`config.mk`:
```
export PLATFORM = sky130hd
export DESIGN_NAME = instr_queue
export DESIGN_NICKNAME = d
export VERILOG_FILES = /design/src/rtl/instr_queue.sv
export SDC_FILE = /design/constraint.sdc
export NUM_CORES = 1
export LEC_CHECK = 0
export ABC_AREA = 1
export CORE_MARGIN = 5
export CORE_UTILIZATION = 63
export DETAILED_ROUTE_END_ITERATION = 10
export PLACE_DENSITY = 0.86
export SKIP_CTS_REPAIR_TIMING = 1
export SYNTH_ARGS = -nofsm -noshare
export SYNTH_HDL_FRONTEND = slang
export SYNTH_SLANG_ARGS = --single-unit
```
`constraint.sdc`:
```
create_clock -name clk -period 24 [get_ports clk]
set_input_delay 2.4 -clock clk [delete_from_list [all_inputs] [get_ports clk]]
set_output_delay 2.4 -clock clk [all_outputs]
set_load 0.03 [all_outputs]
```
`src/rtl/instr_queue.sv`:
```
// Instruction queue between fetch and dispatch: show-ahead FIFO of {instr, pc, next_pc}
// entries, flushed wholesale on a ROB mispredict.
module instr_queue #(
  parameter  int DEPTH = 8,
  localparam int PTR_W = $clog2(DEPTH)
) (
  input  logic             clk,
  input  logic             rst,
  input  logic             flush,
  input  logic             fetch_valid,
  input  logic [31:0]      fetch_instr,
  input  logic [31:0]      fetch_pc,
  input  logic [31:0]      fetch_next_pc,
  output logic             iq_ready,
  output logic             iq_valid,
  output logic [31:0]      iq_instr,
  output logic [31:0]      iq_pc,
  output logic [31:0]      iq_next_pc,
  input  logic             dispatch_ack,
  output logic             iq_ir_ack,
  output logic [PTR_W:0]   count,
  output logic             full,
  output logic             empty
);

  localparam logic [PTR_W:0] FULL_COUNT = (PTR_W + 1)'(DEPTH);
  localparam logic [PTR_W:0] ONE_COUNT  = (PTR_W + 1)'(1);
  localparam logic [PTR_W-1:0] ONE_PTR  = PTR_W'(1);

  logic [95:0]      mem [DEPTH];
  logic [PTR_W-1:0] head_ptr;
  logic [PTR_W-1:0] tail_ptr;
  logic [PTR_W:0]   count_next;
  logic [95:0]      head_entry;
  logic             enq;
  logic             deq;

  // Occupancy flags come straight from the count register, so an async reset empties them at once
  always_comb begin
    full     = (count == FULL_COUNT);
    empty    = (count == '0);
    iq_ready = !full;
    iq_valid = !empty;
  end

  // Handshakes; reset also gates the fetch acknowledge
  always_comb begin
    enq       = fetch_valid & iq_ready & !flush & !rst;
    deq       = dispatch_ack & iq_valid & !flush;
    iq_ir_ack = enq;
  end

  // Show-ahead head entry
  always_comb begin
    head_entry = mem[head_ptr];
    iq_instr   = head_entry[95:64];
    iq_pc      = head_entry[63:32];
    iq_next_pc = head_entry[31:0];
  end

  // Next occupancy from the enqueue/dequeue pair
  always_comb begin
    count_next = count;
    case ({enq, deq})
      2'b10:   count_next = count + ONE_COUNT;
      2'b01:   count_next = count - ONE_COUNT;
      default: count_next = count;
    endcase
  end

  // Entry storage is deliberately left unreset
  always_ff @(posedge clk) begin
    if (enq) begin
      mem[tail_ptr] <= {fetch_instr, fetch_pc, fetch_next_pc};
    end
  end

  // Pointers and occupancy; flush outranks both handshakes
  always_ff @(posedge clk or posedge rst) begin
    if (rst) begin
      head_ptr <= '0;
      tail_ptr <= '0;
      count    <= '0;
    end else if (flush) begin
      head_ptr <= '0;
      tail_ptr <= '0;
      count    <= '0;
    end else begin
      if (enq) begin
        tail_ptr <= tail_ptr + ONE_PTR;
      end
      if (deq) begin
        head_ptr <= head_ptr + ONE_PTR;
      end
      count <= count_next;
    end
  end

endmodule

```
==> metrics.log, run 1 <==
INFO  metric ant_nets = 0
INFO  metric worst_path_most_repeated_cell = sky130_fd_sc_hd__nand2_1
INFO  metric io_pins = 206
INFO  metric layout_commonest_cell = sky130_fd_sc_hd__edfxtp_1
INFO  metric average_cell_area_after_synthesis = roughly 14 um^2
INFO  metric fmax = 0.1325 GHz
INFO  metric outcome = complete, no violations
INFO  metric synth_cell_types = 28
INFO  metric seq_area_frac_synth = 0.7666
INFO  metric hold_viol_final = 0
INFO  metric crit_slowest_cell = sky130_fd_sc_hd__buf_4
INFO  metric placementRows = 80
INFO  metric clock-sinks = 778
INFO  metric ys_top_cells_by_area = sky130_fd_sc_hd__edfxtp_1 (76%), sky130_fd_sc_hd__nor2_1 (4.9%), sky130_fd_sc_hd__nand2_1 (4.0%), sky130_fd_sc_hd__o21ai_0 (3.2%), sky130_fd_sc_hd__mux2i_1 (3.2%)
INFO  metric first_global_vias = 18,640
INFO  metric clk_pin_slew_worst_paths = 0.06 ns
INFO  metric worstHoldPathType = reg2reg
INFO  metric utilization = 0.7366
INFO  metric final.period_utilization = 0.3145
INFO  metric via_to_cell_ratio = approximately 6.1
INFO  metric post_route_cells_drive_above_1_share = 0.05969
INFO  metric synth.largest_area_cell = sky130_fd_sc_hd__edfxtp_1
INFO  metric ys_seq_elements = 778
INFO  metric cts_max_path_buffers = 3
INFO  metric design.die.area = between 0.05 and 0.06 mm^2
INFO  metric place.gp.congestion = 0.7837
INFO  metric worstSetupPathType = reg2out
INFO  metric hold-worst-slack = 0.6487 ns
INFO  metric layout_common_cells = sky130_fd_sc_hd__edfxtp_1 (768), sky130_fd_sc_hd__nor2_1 (390), sky130_fd_sc_hd__nand2_1 (322), sky130_fd_sc_hd__clkdlybuf4s50_1 (205), sky130_fd_sc_hd__o21ai_0 (196)
INFO  metric min_path_cells = 2
INFO  metric endpoint_kind = primary output
INFO  metric tritoncts = done
INFO  metric crit_family = buffers and inverters
INFO  metric timing.critical_path.cells = buf_12 -> buf_4 -> nor2_1 -> o32ai_1 -> nand2_1 -> nand2_1 -> clkdlybuf4s50_1
INFO  metric floorplan.initialDensity = 0.6369
INFO  metric regToRegSetupSlack = 20.40 ns
INFO  metric timing_max_transition_violations_final = 0
INFO  metric port-buffer-count = 205
INFO  metric grt_pass1_wl = 102,400 um
INFO  metric worstPathMaxFanout = 233
INFO  metric power_density = 81.74 mW/mm^2
INFO  metric mappedNetlistNets = 2,264
INFO  metric setup-violations-final = 0
INFO  metric slew_headroom = 0.2027
INFO  metric drv.max_cap_violation_count = 0
INFO  metric core_area = 0.04775 mm^2
INFO  metric clk_root_buffer_cell = sky130_fd_sc_hd__clkbuf_16
INFO  metric totalWireLength = 67,310 um
INFO  metric cts-buffers-inserted = 76
INFO  metric areaGrowthSynthToFinish = 15.65%
INFO  metric dr.pass1.iters = 5
INFO  metric drt_first_iter_violations = between 1,500 and 2,000
INFO  metric setup_tns = 0 ns
INFO  metric wl_per_cell = 22.44 um
INFO  metric post-route-drc-count = 0
INFO  metric timing.reg2reg.worst_path_depth = 8
INFO  metric floorplan.die.width = 229.7 um
INFO  metric dr_total_vias = approximately 18,000
INFO  metric grt_remaining_overflow = 0
INFO  metric r2r-end = mem[3][88]
INFO  metric final_period_minus_worst_setup_slack = 7.547 ns
INFO  metric largest_stage_delay_on_the_critical_path = 0.98 ns
INFO  metric fp.dieH = between 200 and 250 um
INFO  metric syn-cell-area = between 0.03 and 0.04 mm^2
INFO  metric layout.nets = approximately 2,400
INFO  metric yosysWarnings = 0
INFO  metric fin_skew = between 0.015 and 0.02 ns
INFO  metric vdd.ir_drop.worst = 0.09061 mV
INFO  metric place_hpwl = 33,360 um
INFO  metric htree_levels = 3
INFO  metric pin_count_of_the_biggest_net_entering_global_routing = 234
INFO  metric setup_repair_after_global_routing_missed_its_margin = no
INFO  metric grt_util_all_layers = 0.2485
INFO  metric clk_latency = 0.62 ns
INFO  metric min_from = count[2]
INFO  metric timing.hold.worst_endpoint = count[2]
INFO  metric grt_antenna_before_repair = 9
INFO  metric kind_of_start_point_of_the_critical_path = flop
INFO  metric worstPathRequired = 21.60 ns
INFO  metric total_leakage_power = 11.58 nW
INFO  metric crit_arrival = 5.15 ns
INFO  metric critical_path_buf_inv_count = 3
INFO  metric yosys.area.top_type_share = 0.7583
INFO  metric regToRegStartpoint = count[1]
INFO  metric synthCells = roughly 2,200
INFO  metric max_slew.worst_pin.slew = roughly 1.2 ns
[state kept, by name (all words and copies together), names as in the netlist]
| register | cells |
|---|---|
| count | 4 |
| mem | 768 |
| tail_ptr | 3 |
| head_ptr | 3 |
[cell families (layout without fill, tap and decap cells)]
| logic type | count (synthesis) | after routing | synth area share |
|---|---|---|---|
| DFF | 778 | 778 | 0.7666 |
| and+or+nand+nor | 732 | 732 | 0.09113 |
| AOI/OAI and AO/OA | 392 | 392 | 0.08052 |
| buffers and inverters | 154 | 375 | 0.02761 |
| muxes | 96 | 96 | 0.03160 |
| adders and majority gates | 5 | 5 | 0.002304 |
| xor gates and xnor gates | 1 | 1 | 0.0002880 |
| other | 0 | 6 | 0 |
[per-layer routing]
metal	track usage	vias to the layer above	wire length [um]
li1	-	8350	-
met1	0.3184	9116	26060
met2	0.4300	764	34470
met3	0.05687	138	5123
met4	0.07585	10	1585
met5	0	-	72
[Yosys cell counts]
master	number
sky130_fd_sc_hd__nor2_1	396
sky130_fd_sc_hd__inv_1	13
sky130_fd_sc_hd__nor3_1	2
sky130_fd_sc_hd__buf_12	1
sky130_fd_sc_hd__a21oi_1	2
sky130_fd_sc_hd__a21oi_2	1
sky130_fd_sc_hd__ha_1	4
sky130_fd_sc_hd__o32ai_1	96
sky130_fd_sc_hd__nand2_1	322
sky130_fd_sc_hd__o22ai_1	96
sky130_fd_sc_hd__fa_1	1
sky130_fd_sc_hd__inv_4	1
sky130_fd_sc_hd__o21ai_0	196
sky130_fd_sc_hd__nand3_1	10
sky130_fd_sc_hd__o21a_1	1
sky130_fd_sc_hd__mux2i_1	96
sky130_fd_sc_hd__nand3_2	1
sky130_fd_sc_hd__xor2_1	1
sky130_fd_sc_hd__clkbuf_1	62
sky130_fd_sc_hd__inv_2	1
sky130_fd_sc_hd__buf_6	14
sky130_fd_sc_hd__edfxtp_1	768
sky130_fd_sc_hd__dfrtp_1	10
sky130_fd_sc_hd__buf_1	16
sky130_fd_sc_hd__buf_2	17
sky130_fd_sc_hd__nand4_1	1
sky130_fd_sc_hd__buf_4	28
sky130_fd_sc_hd__buf_8	1
[worst max path at each step]
stage	start	cells after the start	endpoint
2_1_floorplan	flush	5	mem[6][0]
4_1_cts	head_ptr[0]	7	iq_instr[31]
6_report	head_ptr[0]	7	iq_instr[14]
5_1_grt	head_ptr[0]	7	iq_instr[16]
3_5_place_dp	head_ptr[0]	7	iq_instr[8]
3_3_place_gp	flush	5	iq_ir_ack
[cell type report]
class,count,area [um^2]
multi-input cells,1226,6315
repair buffers,229,2257
clock inverters,44,437.9
well taps,615,769.5
fillers,2748,12580
clock buffers,87,1986
inverters,15,66.31
diodes,6,15.01
flip-flops and latches,778,23320
[report_power, final]
| part | total (W) | internal (W) | switching, W |
|---|---|---|---|
| Clock | 0.00116 | 0.000679 | 0.000485 |
| Combinational | 0.000202 | 0.0000738 | 0.000128 |
| Sequential | 0.00151 | 0.00150 | 0.00000607 |
| Total | 0.00287 | 0.00226 | 0.000620 |
[worst register-to-register path, delay by kind of cell, from the launching register on]
kind,cells,cell delay (ns)
buf+inv,3,1.58
simple gates,5,1.17
flops,1,0.47
[metrics by stage]
step                cell area (um^2)  setup slack, ns  total power, W  std cells
finish                         35170            16.45        0.002875       3000
global route                   35170            16.20        0.002963       2998
CTS                            35160            16.59        0.002888       2994
detailed placement             32730            17.27        0.001738       2863
global placement               32730            17.41        0.001730       2863
floorplan                      30410            13.37        0.001657       2158
No activity file was read; power rests on OpenSTA's default activity.
==> inputs of run 2 (changes only) <==
CORE_UTILIZATION = 59   (was 63)
PLACE_DENSITY = 0.82   (was 0.86)
clock period = 7.8 ns   (was 24 ns; I/O delays follow)
==> run 2 against run 1 <==
Via count decreased by 0.39%. Largest cell class unchanged. Sequential power grew to 3.1 times the previous value. Flip-flop and latch count unchanged. Power rose to 3.0 times the previous value. Critical endpoint is now iq_next_pc[30]. Cell area hardly changed. Register-to-register slack worse by 16 ns. Clock skew increased by 0.0095 ns.
==> metrics.log, run 2 (synthesis gave the netlist of run 1 again) <==
INFO  metric outcome = complete, no violations
INFO  metric timing.critical_path.cells = buf_4 -> buf_4 -> nor2_1 -> o32ai_1 -> nand2_1 -> nand2_1 -> clkdlybuf4s50_1
INFO  metric floorplan.initialDensity = 0.5940
INFO  metric totalWireLength = 66,990 um
INFO  metric wl_per_cell = 21.87 um
INFO  metric place_hpwl = 34,010 um
INFO  metric design.die.area = 0.05619 mm^2
INFO  metric placementRows = 83
INFO  metric dr_total_vias = 18,310
INFO  metric setup-violations-final = 0
INFO  metric fmax = ~0.19 GHz
INFO  metric place.gp.congestion = 0.7446
INFO  metric final.period_utilization = 0.6633
INFO  metric largest_register = mem
INFO  metric post_route_cells_drive_above_1_share = 0.05474
INFO  metric grt_util_all_layers = 0.2337
INFO  metric dr.pass1.iters = 8
INFO  metric fillerInstances = roughly 3,300
INFO  metric clk_pin_slew_worst_paths = 0.06 ns
INFO  metric internal_power = ~0.0068 W
INFO  metric worstPathRequired = 7.02 ns
INFO  metric clock-sinks = 778
INFO  metric pin_count_of_the_biggest_net_entering_global_routing = 211
INFO  metric kind_of_start_point_of_the_critical_path = flop
INFO  metric worstPathMaxFanout = 68
INFO  metric largest_stage_delay_on_the_critical_path = 0.83 ns
INFO  metric power_density = 246.2 mW/mm^2
INFO  metric layout.nets = between 2,000 and 2,500
INFO  metric ant_nets = 0
INFO  metric fp.dieH = 237.0 um
INFO  metric setup_repair_after_global_routing_missed_its_margin = no
INFO  metric vdd.ir_drop.worst = ~0.18 mV
INFO  metric final_period_minus_worst_setup_slack = 5.173 ns
INFO  metric grt_pass1_wl = 103,200 um
INFO  metric clk_latency = between 0.6 and 0.7 ns
INFO  metric core_area = 0.05120 mm^2
INFO  metric clk_root_buffer_cell = sky130_fd_sc_hd__clkbuf_16
INFO  metric power.net_switching = approximately 0.0019 W
INFO  metric layout_commonest_cell = sky130_fd_sc_hd__edfxtp_1
INFO  metric total_leakage_power = ~12 nW
INFO  metric crit_arrival = around 4.4 ns
INFO  metric worstSetupPathType = reg2out
INFO  metric worstHoldPathType = in2async
INFO  metric grt_antenna_before_repair = 12
INFO  metric finalPower = 0.008658 W
INFO  metric crit_slowest_cell = sky130_fd_sc_hd__dfrtp_4
INFO  metric comb_power_share = 0.072
INFO  metric slew_headroom = 0.2202
INFO  metric port-buffer-count = 205
INFO  metric cts_max_path_buffers = 3
INFO  metric via_to_cell_ratio = 5.976
INFO  metric timing.reg2reg.worst_path_depth = 8
INFO  metric floorplan.die.width = 237.0 um
INFO  metric tritoncts = done
INFO  metric largest_reg_flops = about 770
INFO  metric areaGrowthSynthToFinish = 15.64%
INFO  metric timing_max_transition_violations_final = 0
INFO  metric drt_first_iter_violations = 1,967
INFO  metric clock_power_share = 0.392
INFO  metric regToRegSetupSlack = 4.24 ns
INFO  metric regToRegStartpoint = count[0]
INFO  metric htree_levels = 3
INFO  metric hold_viol_final = 0
INFO  metric grt_remaining_overflow = 0
INFO  metric proportion_of_power_drawn_by_flip_flops_and_latches = 0.536
INFO  metric r2r-end = mem[4][35]
INFO  metric layout_common_cells = sky130_fd_sc_hd__edfxtp_1 (768), sky130_fd_sc_hd__nor2_1 (390), sky130_fd_sc_hd__nand2_1 (322), sky130_fd_sc_hd__clkdlybuf4s50_1 (205), sky130_fd_sc_hd__o21ai_0 (196)
INFO  metric max_slew.worst_pin.slew = 1.170 ns
INFO  metric setup_tns = 0 ns
INFO  metric cts-buffers-inserted = 75
INFO  metric fin_skew = 0.02524 ns
INFO  metric io_pins = slightly above 200
INFO  metric layout_top_registers = mem x768, count x4
INFO  metric switch_share = 0.2149
INFO  metric post-route-drc-count = 0
INFO  metric first_global_vias = between 15,000 and 20,000
INFO  metric endpoint_kind = primary output
INFO  metric drv.max_cap_violation_count = 0
[run 2: final cells by class]
type	count	area (um^2)	share of cell area
diodes	8	20.02	0.0005693
clock buffers	100	2056	0.05846
clock inverters	33	225.2	0.006404
inverters	15	65.06	0.001850
multi-input cells	1226	6327	0.1799
flip-flops and latches	778	23320	0.6632
well taps	680	850.8	0.02419
repair buffers	223	2300	0.06539
[run 2: per-layer routing]
layer	global-route usage	routed length, um	vias up
li1	-	-	8334
met5	0	65	-
met4	0.06664	1414	10
met1	0.3132	26580	9109
met2	0.3933	34050	733
met3	0.04950	4872	120
[run 2: through the flow]
step / std cells / area, um^2 / worst slack (ns) / util / hold slack, ns
finish: 3063 / 35170 / 2.627 / 0.6869 / 0.4791
global route: 3060 / 35160 / 2.387 / 0.6867 / 0.4934
CTS: 3055 / 35150 / 2.619 / 0.6865 / 0.4621
detailed placement: 2922 / 32870 / 3.340 / 0.6420 / 0.5846
global placement: 2922 / 32870 / 3.342 / 0.6420 / 0.5712
floorplan: 2158 / 30420 / 1.378 / - / 0.5468
[run 2: worst max-delay path by stage]
stage	startpoint	end	slack, ns
6_report	head_ptr[0]	iq_next_pc[30]	2.63
5_1_grt	head_ptr[0]	iq_next_pc[30]	2.39
4_1_cts	head_ptr[0]	iq_next_pc[30]	2.62
3_5_place_dp	head_ptr[0]	iq_pc[14]	3.34
3_3_place_gp	head_ptr[2]	iq_next_pc[30]	3.34
2_1_floorplan	flush	mem[0][0]	1.38
[run 2: power by group through the flow]
stage                     logic [W]  clock network, W  registers [W]
after floorplan            0.000375                 0        0.00472
final                      0.000627           0.00339        0.00464
after global placement     0.000607                 0        0.00473
after detailed placement   0.000625                 0        0.00473
after global routing       0.000673           0.00362        0.00464
after CTS                  0.000630           0.00344        0.00464
[run 2: critical path, delay by kind of cell (launching register included)]
| family | cells | cell delay (ns) |
|---|---|---|
| AO/OA/AOI/OAI | 1 | 0.33 |
| buffers and inverters | 3 | 2.17 |
| flip-flops | 1 | 0.83 |
| AND/OR/NAND/NOR | 3 | 0.38 |
